[src/rtl/mantle_concat_pkg.sv]
// Shared types and helpers for the concat sequencer.
// Optional feature macro: MANTLE_CONCAT_SEQ_OVERLAP_EN (see mantle_concat_sequencer.sv).
package mantle_concat_pkg;

    typedef enum logic [0:0] {IDLE, EMIT} state_e;

    localparam int unsigned DefaultWidth = 32;

    // Index width for an n-word array, never less than one bit.
    function automatic int unsigned idx_width(input int unsigned n);
        return (n > 1) ? $clog2(n) : 1;
    endfunction

endpackage

[src/rtl/mantle_concat_sequencer_if.sv]
// Handshake bundle for the concat sequencer: array pair in, word stream out.
// Optional feature macro: MANTLE_CONCAT_SEQ_OVERLAP_EN (affects in_ready timing only).
interface mantle_concat_sequencer_if
    import mantle_concat_pkg::*;
#(
    parameter int unsigned WIDTH = DefaultWidth,
    parameter int unsigned N1    = 9,
    parameter int unsigned N2    = 6
);

    localparam int unsigned IW = idx_width(N1 + N2);

    logic             in_valid;
    logic             in_ready;
    logic [WIDTH-1:0] in1 [N1];
    logic [WIDTH-1:0] in2 [N2];
    logic             out_valid;
    logic             out_ready;
    logic [WIDTH-1:0] out_data;
    logic [IW-1:0]    out_index;
    logic             out_last;
    logic             busy;

    modport master (
        output in_valid, in1, in2, out_ready,
        input  in_ready, out_valid, out_data, out_index, out_last, busy
    );

    modport slave (
        input  in_valid, in1, in2, out_ready,
        output in_ready, out_valid, out_data, out_index, out_last, busy
    );

endinterface

[src/rtl/mantle_concat_flat.sv]
// Combinational concatenation of in1 and in2 into one N1+N2 word array.
// Optional feature macro: MANTLE_CONCAT_SEQ_OVERLAP_EN (not used here).
module mantle_concat_flat #(
    parameter int unsigned WIDTH = 32,
    parameter int unsigned N1    = 9,
    parameter int unsigned N2    = 6
) (
    input  logic [WIDTH-1:0] in1  [N1],
    input  logic [WIDTH-1:0] in2  [N2],
    output logic [WIDTH-1:0] flat [N1+N2]
);

    for (genvar k = 0; k < N1; k++) begin : g_in1
        assign flat[k] = in1[k];
    end

    for (genvar k = 0; k < N2; k++) begin : g_in2
        assign flat[N1+k] = in2[k];
    end

endmodule

[src/rtl/mantle_concat_sequencer.sv]
// Captures an in1/in2 pair and streams in1[0..N1-1] then in2[0..N2-1] one word per beat.
// Define MANTLE_CONCAT_SEQ_OVERLAP_EN to accept the next pair on the last beat (no bubble).
module mantle_concat_sequencer
    import mantle_concat_pkg::*;
#(
    parameter int unsigned WIDTH = DefaultWidth,
    parameter int unsigned N1    = 9,
    parameter int unsigned N2    = 6
) (
    input logic                  CLK,
    input logic                  ASYNCRESET,
    mantle_concat_sequencer_if.slave bus
);

    localparam int unsigned NT = N1 + N2;
    localparam int unsigned IW = idx_width(NT);
    localparam logic [IW-1:0] LastIdx = IW'(NT - 1);

    state_e           state_q, state_d;
    logic [IW-1:0]    idx_q, idx_d;
    logic [WIDTH-1:0] bank_q [NT];
    logic [WIDTH-1:0] flat   [NT];
    logic             load;
    logic             emit;
    logic             at_last;
    logic             in_ready;

    mantle_concat_flat #(
        .WIDTH (WIDTH),
        .N1    (N1),
        .N2    (N2)
    ) u_flat (
        .in1  (bus.in1),
        .in2  (bus.in2),
        .flat (flat)
    );

    assign emit    = (state_q == EMIT);
    assign at_last = (idx_q == LastIdx);

`ifdef MANTLE_CONCAT_SEQ_OVERLAP_EN
    assign in_ready = (state_q == IDLE) || (emit && at_last && bus.out_ready);
`else
    assign in_ready = (state_q == IDLE);
`endif

    always_comb begin
        bus.in_ready  = in_ready;
        bus.out_valid = emit;
        bus.busy      = emit;
        bus.out_index = idx_q;
        bus.out_last  = emit && at_last;
        // Gate the data lane so IDLE presents zero rather than a stale word.
        bus.out_data  = emit ? bank_q[idx_q] : '0;
    end

    always_comb begin
        state_d = state_q;
        idx_d   = idx_q;
        load    = 1'b0;
        unique case (state_q)
            IDLE: begin
                if (bus.in_valid) begin
                    state_d = EMIT;
                    idx_d   = '0;
                    load    = 1'b1;
                end
            end
            EMIT: begin
                if (bus.out_ready) begin
                    if (at_last) begin
                        idx_d = '0;
                        // in_ready is only high here when overlap is compiled in.
                        if (bus.in_valid && in_ready) begin
                            load = 1'b1;
                        end else begin
                            state_d = IDLE;
                        end
                    end else begin
                        idx_d = idx_q + IW'(1);
                    end
                end
            end
            default: state_d = IDLE;
        endcase
    end

    always_ff @(posedge CLK or posedge ASYNCRESET) begin
        if (ASYNCRESET) begin
            state_q <= IDLE;
            idx_q   <= '0;
            for (int k = 0; k < NT; k++) begin
                bank_q[k] <= '0;
            end
        end else begin
            state_q <= state_d;
            idx_q   <= idx_d;
            if (load) begin
                for (int k = 0; k < NT; k++) begin
                    bank_q[k] <= flat[k];
                end
            end
        end
    end

endmodule

[src/flat_wrapper.sv]
// flat-port wrapper written by rule: the top's interface ports become plain ports
module mantle_concat_sequencer_flat import mantle_concat_pkg::*;
#(
    parameter int unsigned WIDTH = DefaultWidth,
    parameter int unsigned N1    = 9,
    parameter int unsigned N2    = 6
)
  (CLK, ASYNCRESET, bus_in_valid, bus_in1, bus_in2, bus_out_ready, bus_in_ready, bus_out_valid, bus_out_data, bus_out_index, bus_out_last, bus_busy);
  mantle_concat_sequencer_if #(.WIDTH(WIDTH), .N1(N1), .N2(N2)) bus_i ();
  input logic CLK;
  input logic ASYNCRESET;
  input wire logic [$bits(bus_i.in_valid)-1:0] bus_in_valid;
  input wire logic [$bits(bus_i.in1)-1:0] bus_in1;
  input wire logic [$bits(bus_i.in2)-1:0] bus_in2;
  input wire logic [$bits(bus_i.out_ready)-1:0] bus_out_ready;
  output wire logic [$bits(bus_i.in_ready)-1:0] bus_in_ready;
  output wire logic [$bits(bus_i.out_valid)-1:0] bus_out_valid;
  output wire logic [$bits(bus_i.out_data)-1:0] bus_out_data;
  output wire logic [$bits(bus_i.out_index)-1:0] bus_out_index;
  output wire logic [$bits(bus_i.out_last)-1:0] bus_out_last;
  output wire logic [$bits(bus_i.busy)-1:0] bus_busy;
  assign bus_i.in_valid = bus_in_valid;
  assign bus_i.in1 = {>>{bus_in1}};
  assign bus_i.in2 = {>>{bus_in2}};
  assign bus_i.out_ready = bus_out_ready;
  assign bus_in_ready = bus_i.in_ready;
  assign bus_out_valid = bus_i.out_valid;
  assign bus_out_data = bus_i.out_data;
  assign bus_out_index = bus_i.out_index;
  assign bus_out_last = bus_i.out_last;
  assign bus_busy = bus_i.busy;
  mantle_concat_sequencer #(.WIDTH(WIDTH), .N1(N1), .N2(N2)) u_core (.CLK(CLK), .ASYNCRESET(ASYNCRESET), .bus(bus_i));
endmodule
[config.mk]
export PLATFORM = sky130hd
export DESIGN_NAME = mantle_concat_sequencer_flat
export DESIGN_NICKNAME = d
export VERILOG_FILES = /design/src/rtl/mantle_concat_pkg.sv /design/src/rtl/mantle_concat_sequencer_if.sv /design/src/rtl/mantle_concat_flat.sv /design/src/rtl/mantle_concat_sequencer.sv /design/src/flat_wrapper.sv
export SDC_FILE = /design/constraint.sdc
export NUM_CORES = 1
export LEC_CHECK = 0
export ABC_AREA = 0
export BUFFER_PORTS_ARGS = -buffer_cell sky130_fd_sc_hd__buf_2
export CORE_MARGIN = 2
export CORE_UTILIZATION = 42
export CTS_BUF_LIST = sky130_fd_sc_hd__clkbuf_8
export DETAILED_ROUTE_END_ITERATION = 12
export MAX_ROUTING_LAYER = met4
export PLACE_DENSITY = 0.7
export SLEW_MARGIN = 20
export SYNTH_ARGS = -nofsm -noshare
export SYNTH_HDL_FRONTEND = slang
export SYNTH_SLANG_ARGS = --single-unit
[constraint.sdc]
create_clock -name CLK -period 17 [get_ports CLK]
set_input_delay 3.4 -clock CLK [delete_from_list [all_inputs] [get_ports CLK]]
set_output_delay 3.4 -clock CLK [all_outputs]
set_load 0.02 [all_outputs]
## Word level (Yosys, flattened, before mapping)

Index checks and enable logic that the tools add are counted.

| operators by class | value |
|---|---|
| eq/ne operators | 3 |
| muxes and demuxes | 16 |
| magnitude comparators | 1 |
| bitwise operators | 2 |
| add/subtract/negate cells | 1 |
| reductions and logical operators | 3 |

Operators with widths:

| kind | count |
|---|---|
| 32-bit binary-select mux with 4-bit select | 1 |
| 32-bit two-way mux | 3 |
| 4-bit two-way mux | 3 |
| 4-bit case mux with 2 select lines | 1 |
| 1-bit two-way mux | 6 |
| 5-bit >= comparator (second input constant) | 1 |
| 4-bit NOT with 5-bit output | 1 |
| 4-bit by 1-bit adder with 4-bit output (second input constant) | 1 |
| 4-bit == test (second input constant) | 1 |
| 2-bit != test (second input constant) | 2 |
| 1-bit case mux with 2 select lines | 2 |
| 1-bit logical AND | 2 |
| 2-bit AND reduction | 1 |
| 1-bit NOT | 1 |

| word-level totals | value |
|---|---|
| input port bits | 484 |
| flip-flop bits (word level) | 485 |
| output and inout bits | 40 |
| logic and storage cells | 43 |

## Depth between registers and ports, before layout

| logic depth | value |
|---|---|
| depth in word-level cells | 6 |
| depth in mapped cells | 10 |
| gate-level depth less buffers | 6 |

## Cells and area by module

From an unflattened synthesis, not the netlist that was laid out.

| unflattened totals | value |
|---|---|
| cell total of the unflattened synthesis | 1977 |
| area, all modules | 26157.6 um2 |

By module, submodules not included:

| module | times used | area each (um2) | sequential area each (um2) | cells each |
|---|---|---|---|---|
| mantle_concat_sequencer | 1 | 22554.1 | 12136.6 | 1497 |
| mantle_concat_flat | 1 | 3603.5 | 0.0 | 480 |

## Worst setup path before layout

No wires, ideal clock.

| timing path | value |
|---|---|
| path type | register to output |
| from | reg u_core.idx_q[1], in the netlist u_core.bus.out_index[1] |
| to | out bus_out_data[0] |
| path buffers | 3 |
| stages on the path, launching flop included | 8 |
| setup slack | 11.851 ns |
| data required time | 13.600 ns |
| arrival time | 1.749 ns |
| cell sequence | dfrtp_1 -> buf_2 -> and2_1 -> clkbuf_1 -> buf_2 -> a22oi_1 -> nand2_1 -> o21ai_0 |

| between the ends | value |
|---|---|
| longest elaborated chain between the ends | 5 |

Ends and longest elaborated chain:

| item | line | source |
|---|---|---|
| start, declared | mantle_concat_sequencer.sv:20 | `logic [IW-1:0] idx_q, idx_d;` |
| start signal, assigned | mantle_concat_sequencer.sv:97 | `idx_q <= idx_d;` |
| 4-bit NOT with 5-bit output (not written as such) | mantle_concat_sequencer.sv:54 | `bus.out_data = emit ? bank_q[idx_q] : '0;` |
| 32-bit binary-select mux with 4-bit select | mantle_concat_sequencer.sv:54 |  |
| 32-bit two-way mux (not written as such) (2 in series) | mantle_concat_sequencer.sv:54 |  |
| 32-bit two-way mux | mantle_concat_sequencer.sv:54 |  |
| end, declared | flat_wrapper.sv:18 | `output wire logic [$bits(bus_i.out_data)-1:0] bus_out_data;` |

Every way passes these cells. The select of a mux whose other input is x is not followed.

## Final worst setup path

| timing path | value |
|---|---|
| from | reg u_core.idx_q[0], in the netlist u_core.bus.out_index[0] |
| to | out bus_out_data[4] |

Same word-level chain as after synthesis.

==> summary.md <==
| Metric | Value |
|---|---|
| Status | `complete, no violations` |
| Metal-1 WL | `27000 um` |
| Final wirelength | `67900 um` |
| Worst path most repeated cell | `buf_4` |
| Clk Latency, worst-skew pair | `0.67 ns` |
| Row cnt | `84` |
| Met2 wire len | `34700 um` |
| Syn Nets | `1981` |
| Clk root buf | `clkbuf_8` |
| Worst path bufs/invs | `4` |
| Ys Warns | `0` |
| Antenna violations before repair | `43` |
| Overall routing resource usage | `0.253` |
| H-Tree Depth | `3` |
| PostCTS Resize Cnt | `0` |
| Total Power | `5270 uW` |
| Share of the synthesized area in the top cell type | `0.548` |
| Clock sinks | `485` |
| Die footprint | `54600 um^2` |
| First-pass GRT wire length | `98600 um` |
| Largest net degree at the start of global routing | `188` |
| Core footprint | `52300 um^2` |
| Worst Path Required | `13.60 ns` |
| Critical-path cell list | `buf_4 -> buf_4 -> buf_4 -> mux4_2 -> a22oi_1 -> o21ai_1 -> buf_2` |
| First-pass DRT Iterations | `5` |
| Cell Pwr Density | `195 nW/um^2` |
| Critical path peak fanout | `57` |
| Cell taking the most area after synthesis | `dfrtp_1` |
| Crit path capture type | `output port` |
| Iter 0 DRT Violations | `876` |
| Total leakage power | `0.0122 uW` |
| Die width | `234 um` |
| WL/cell | `24.2 um` |
| Deepest clock path buffer count | `3` |
| Final RePlAce weighted congestion | `0.850` |
| Vias in the first global route | `16054` |
| Final worst slack | `8.79 ns` |
| Unrepaired setup endpoints after global routing | `no` |
| Cell area after synthesis | `22100 um^2` |
| Min cycle time layout | `8.21 ns` |
| Mean Syn Cell Area | `14.8 um^2` |
| Post-synthesis sequential area ratio | `0.548` |
| Vias after detailed routing | `14937` |
| Setup_tns | `0 ns` |
| Die Y | `234 um` |
| Layout area overhead | `21.8%` |
| IO Pins | `524` |
| Worst slack, placed | `9.39 ns` |
| Min-Delay Path Class | `flip-flop to flip-flop` |
| Max Slew Vio Count | `0` |
| Met3 WL post-DR | `4670 um` |
| Drc violations | `0` |
| Gr ovfl total | `0` |
| Crit path DAT | `4.81 ns` |
| CTS Hold Bufs | `0` |
| Synth unique cells | `30` |
| CP top delay family | `buffers and inverters` |
| Slew @ Worst Pin | `1.13 ns` |
| Vias per cell | `5.33` |
| Initial Util | `0.423` |
| CTS tree | `yes` |
| Top layer reached by signal wires | `met4` |
| Hold Fails Final Rpt | `0` |
| Fmax | `122 MHz` |
| Slowest cell delay on critical path | `0.87 ns` |
| Post-route ant nets | `0` |
| Number of synthesized register bits | `485` |
| Slowest CP cell | `buf_4` |
| Worst-path clk slew | `0.05 ns` |
| Layout Skew | `0.0318 ns` |
| Top post-synthesis cells by area | `dfrtp_1 (55%), mux2_2 (24%), mux2i_1 (7.2%)` |
| CTS Buf Count | `87` |
| # Max-Cap Violations | `0` |
| Type of origin of the critical path | `flip-flop` |
| Hpwl dp | `48800 um` |
| Final #Nets | `2500` |
| Setup bufs post-CTS | `0` |
| Period utilization | `0.483` |
| Synth Instances | `1495` |
| Min Hold Slack | `0.499 ns` |
| Slew headroom | `0.248` |
| WS Path Type | `flip-flop to output port` |
| Worst vdd ir | `0.0000886 V` |
| IO Port Bufs | `523` |
| Layout cell share with drive strength beyond 1 | `0.574` |
| Final-report setup violation count | `0` |
| Fillers | `4492` |
==> layout by cell type, fill, tap and decap left out, types with 3 or more instances in the layout <==
master	n
buf_4	17
inv_1	30
clkinv_2	10
mux2_2	480
o21ai_0	4
nor2b_4	3
bufinv_16	4
o2bb2ai_1	32
clkbuf_8	108
clkinvlp_4	3
o21ai_1	31
buf_2	523
nand2_1	38
a22oi_1	96
mux2i_1	160
dfrtp_1	483
mux4_2	30
diode_2	38
nor2_4	3
==> sequential cells by signal, indices dropped and copies added (netlist names) <==
name / cells
u_core.bank_q: 480
u_core.bus.out_index: 4
u_core.bus.busy: 1
==> where the power goes <==
group	switching [uW]	internal [uW]	leakage [uW]
Sequential	363	1740	0.00573
Clock	497	633	0.00103
Combinational	1020	1010	0.00545
Total	1880	3390	0.0122
==> path summary, 6_finish.rpt <==
kind                            depth (start not counted)                        endpoint                                 from  slack, ns
worst max-delay path                                    7                 bus_out_data[4]  u_core.bus.out_index[0]$_DFFE_PP0P_       8.79
worst min-delay path                                    1  u_core.bank_q[128]$_DFFE_PP0P_       u_core.bank_q[128]$_DFFE_PP0P_       0.50
worst max register to register                          5  u_core.bank_q[283]$_DFFE_PP0P_            u_core.bus.busy$_DFF_PP0_      12.96
worst min register to register                          1  u_core.bank_q[128]$_DFFE_PP0P_       u_core.bank_q[128]$_DFFE_PP0P_       0.50
max in group asynchronous                               5   u_core.bank_q[46]$_DFFE_PP0P_                           ASYNCRESET      11.68
min in group asynchronous                               2  u_core.bank_q[125]$_DFFE_PP0P_                           ASYNCRESET       2.88
==> per-layer routing <==
layer	up-vias	global-route usage
li1	6629	-
met1	7719	0.294
met2	495	0.422
met3	94	0.0710
met4	0	0.0848
met5	-	-
==> cell type report <==
type	instances	area, um^2	area share
timing repair buffer	543	2800	0.104
clock inverter	46	312	0.0116
antenna	38	95.1	0.00353
clock buffer	108	1490	0.0551
multi-input combinational	893	9240	0.343
tap	688	861	0.0319
sequential	485	12100	0.450
inverter	4	22.5	0.000835
==> logic make-up after synthesis <==
group	count (synthesis)	synth area share
muxes	672	0.349
DFF	485	0.548
AOI/OAI and AO/OA	167	0.0546
buffers and inverters	117	0.0365
and+or+nand+nor	51	0.00955
adders and majority gates	2	0.00113
xor gates and xnor gates	1	0.000396
==> metrics by stage <==
stage                     instance area [um^2]  instances   util
after floorplan                          22100       1495      -
after global placement                   25000       2612  0.478
after detailed placement                 25000       2612  0.478
after CTS                                26800       2766  0.513
after global routing                     27000       2804  0.515
final                                    27000       2805  0.515
==> Yosys cell counts <==
cell / count
a21o_1: 1
a21oi_2: 1
a22oi_1: 96
and2_1: 1
buf_12: 4
buf_2: 48
buf_4: 29
buf_6: 16
buf_8: 1
clkbuf_1: 14
clkbuf_4: 1
dfrtp_1: 485
ha_1: 2
inv_1: 4
mux2_2: 480
mux2i_1: 160
mux4_1: 2
mux4_2: 30
nand2_1: 38
nand2b_1: 1
nand3_1: 2
nand4_1: 1
nor2_1: 4
nor2b_1: 4
o21ai_0: 4
o21ai_1: 31
o21ba_2: 1
o22ai_1: 1
o2bb2ai_1: 32
xor2_1: 1
(Power assumes the default switching activity.)
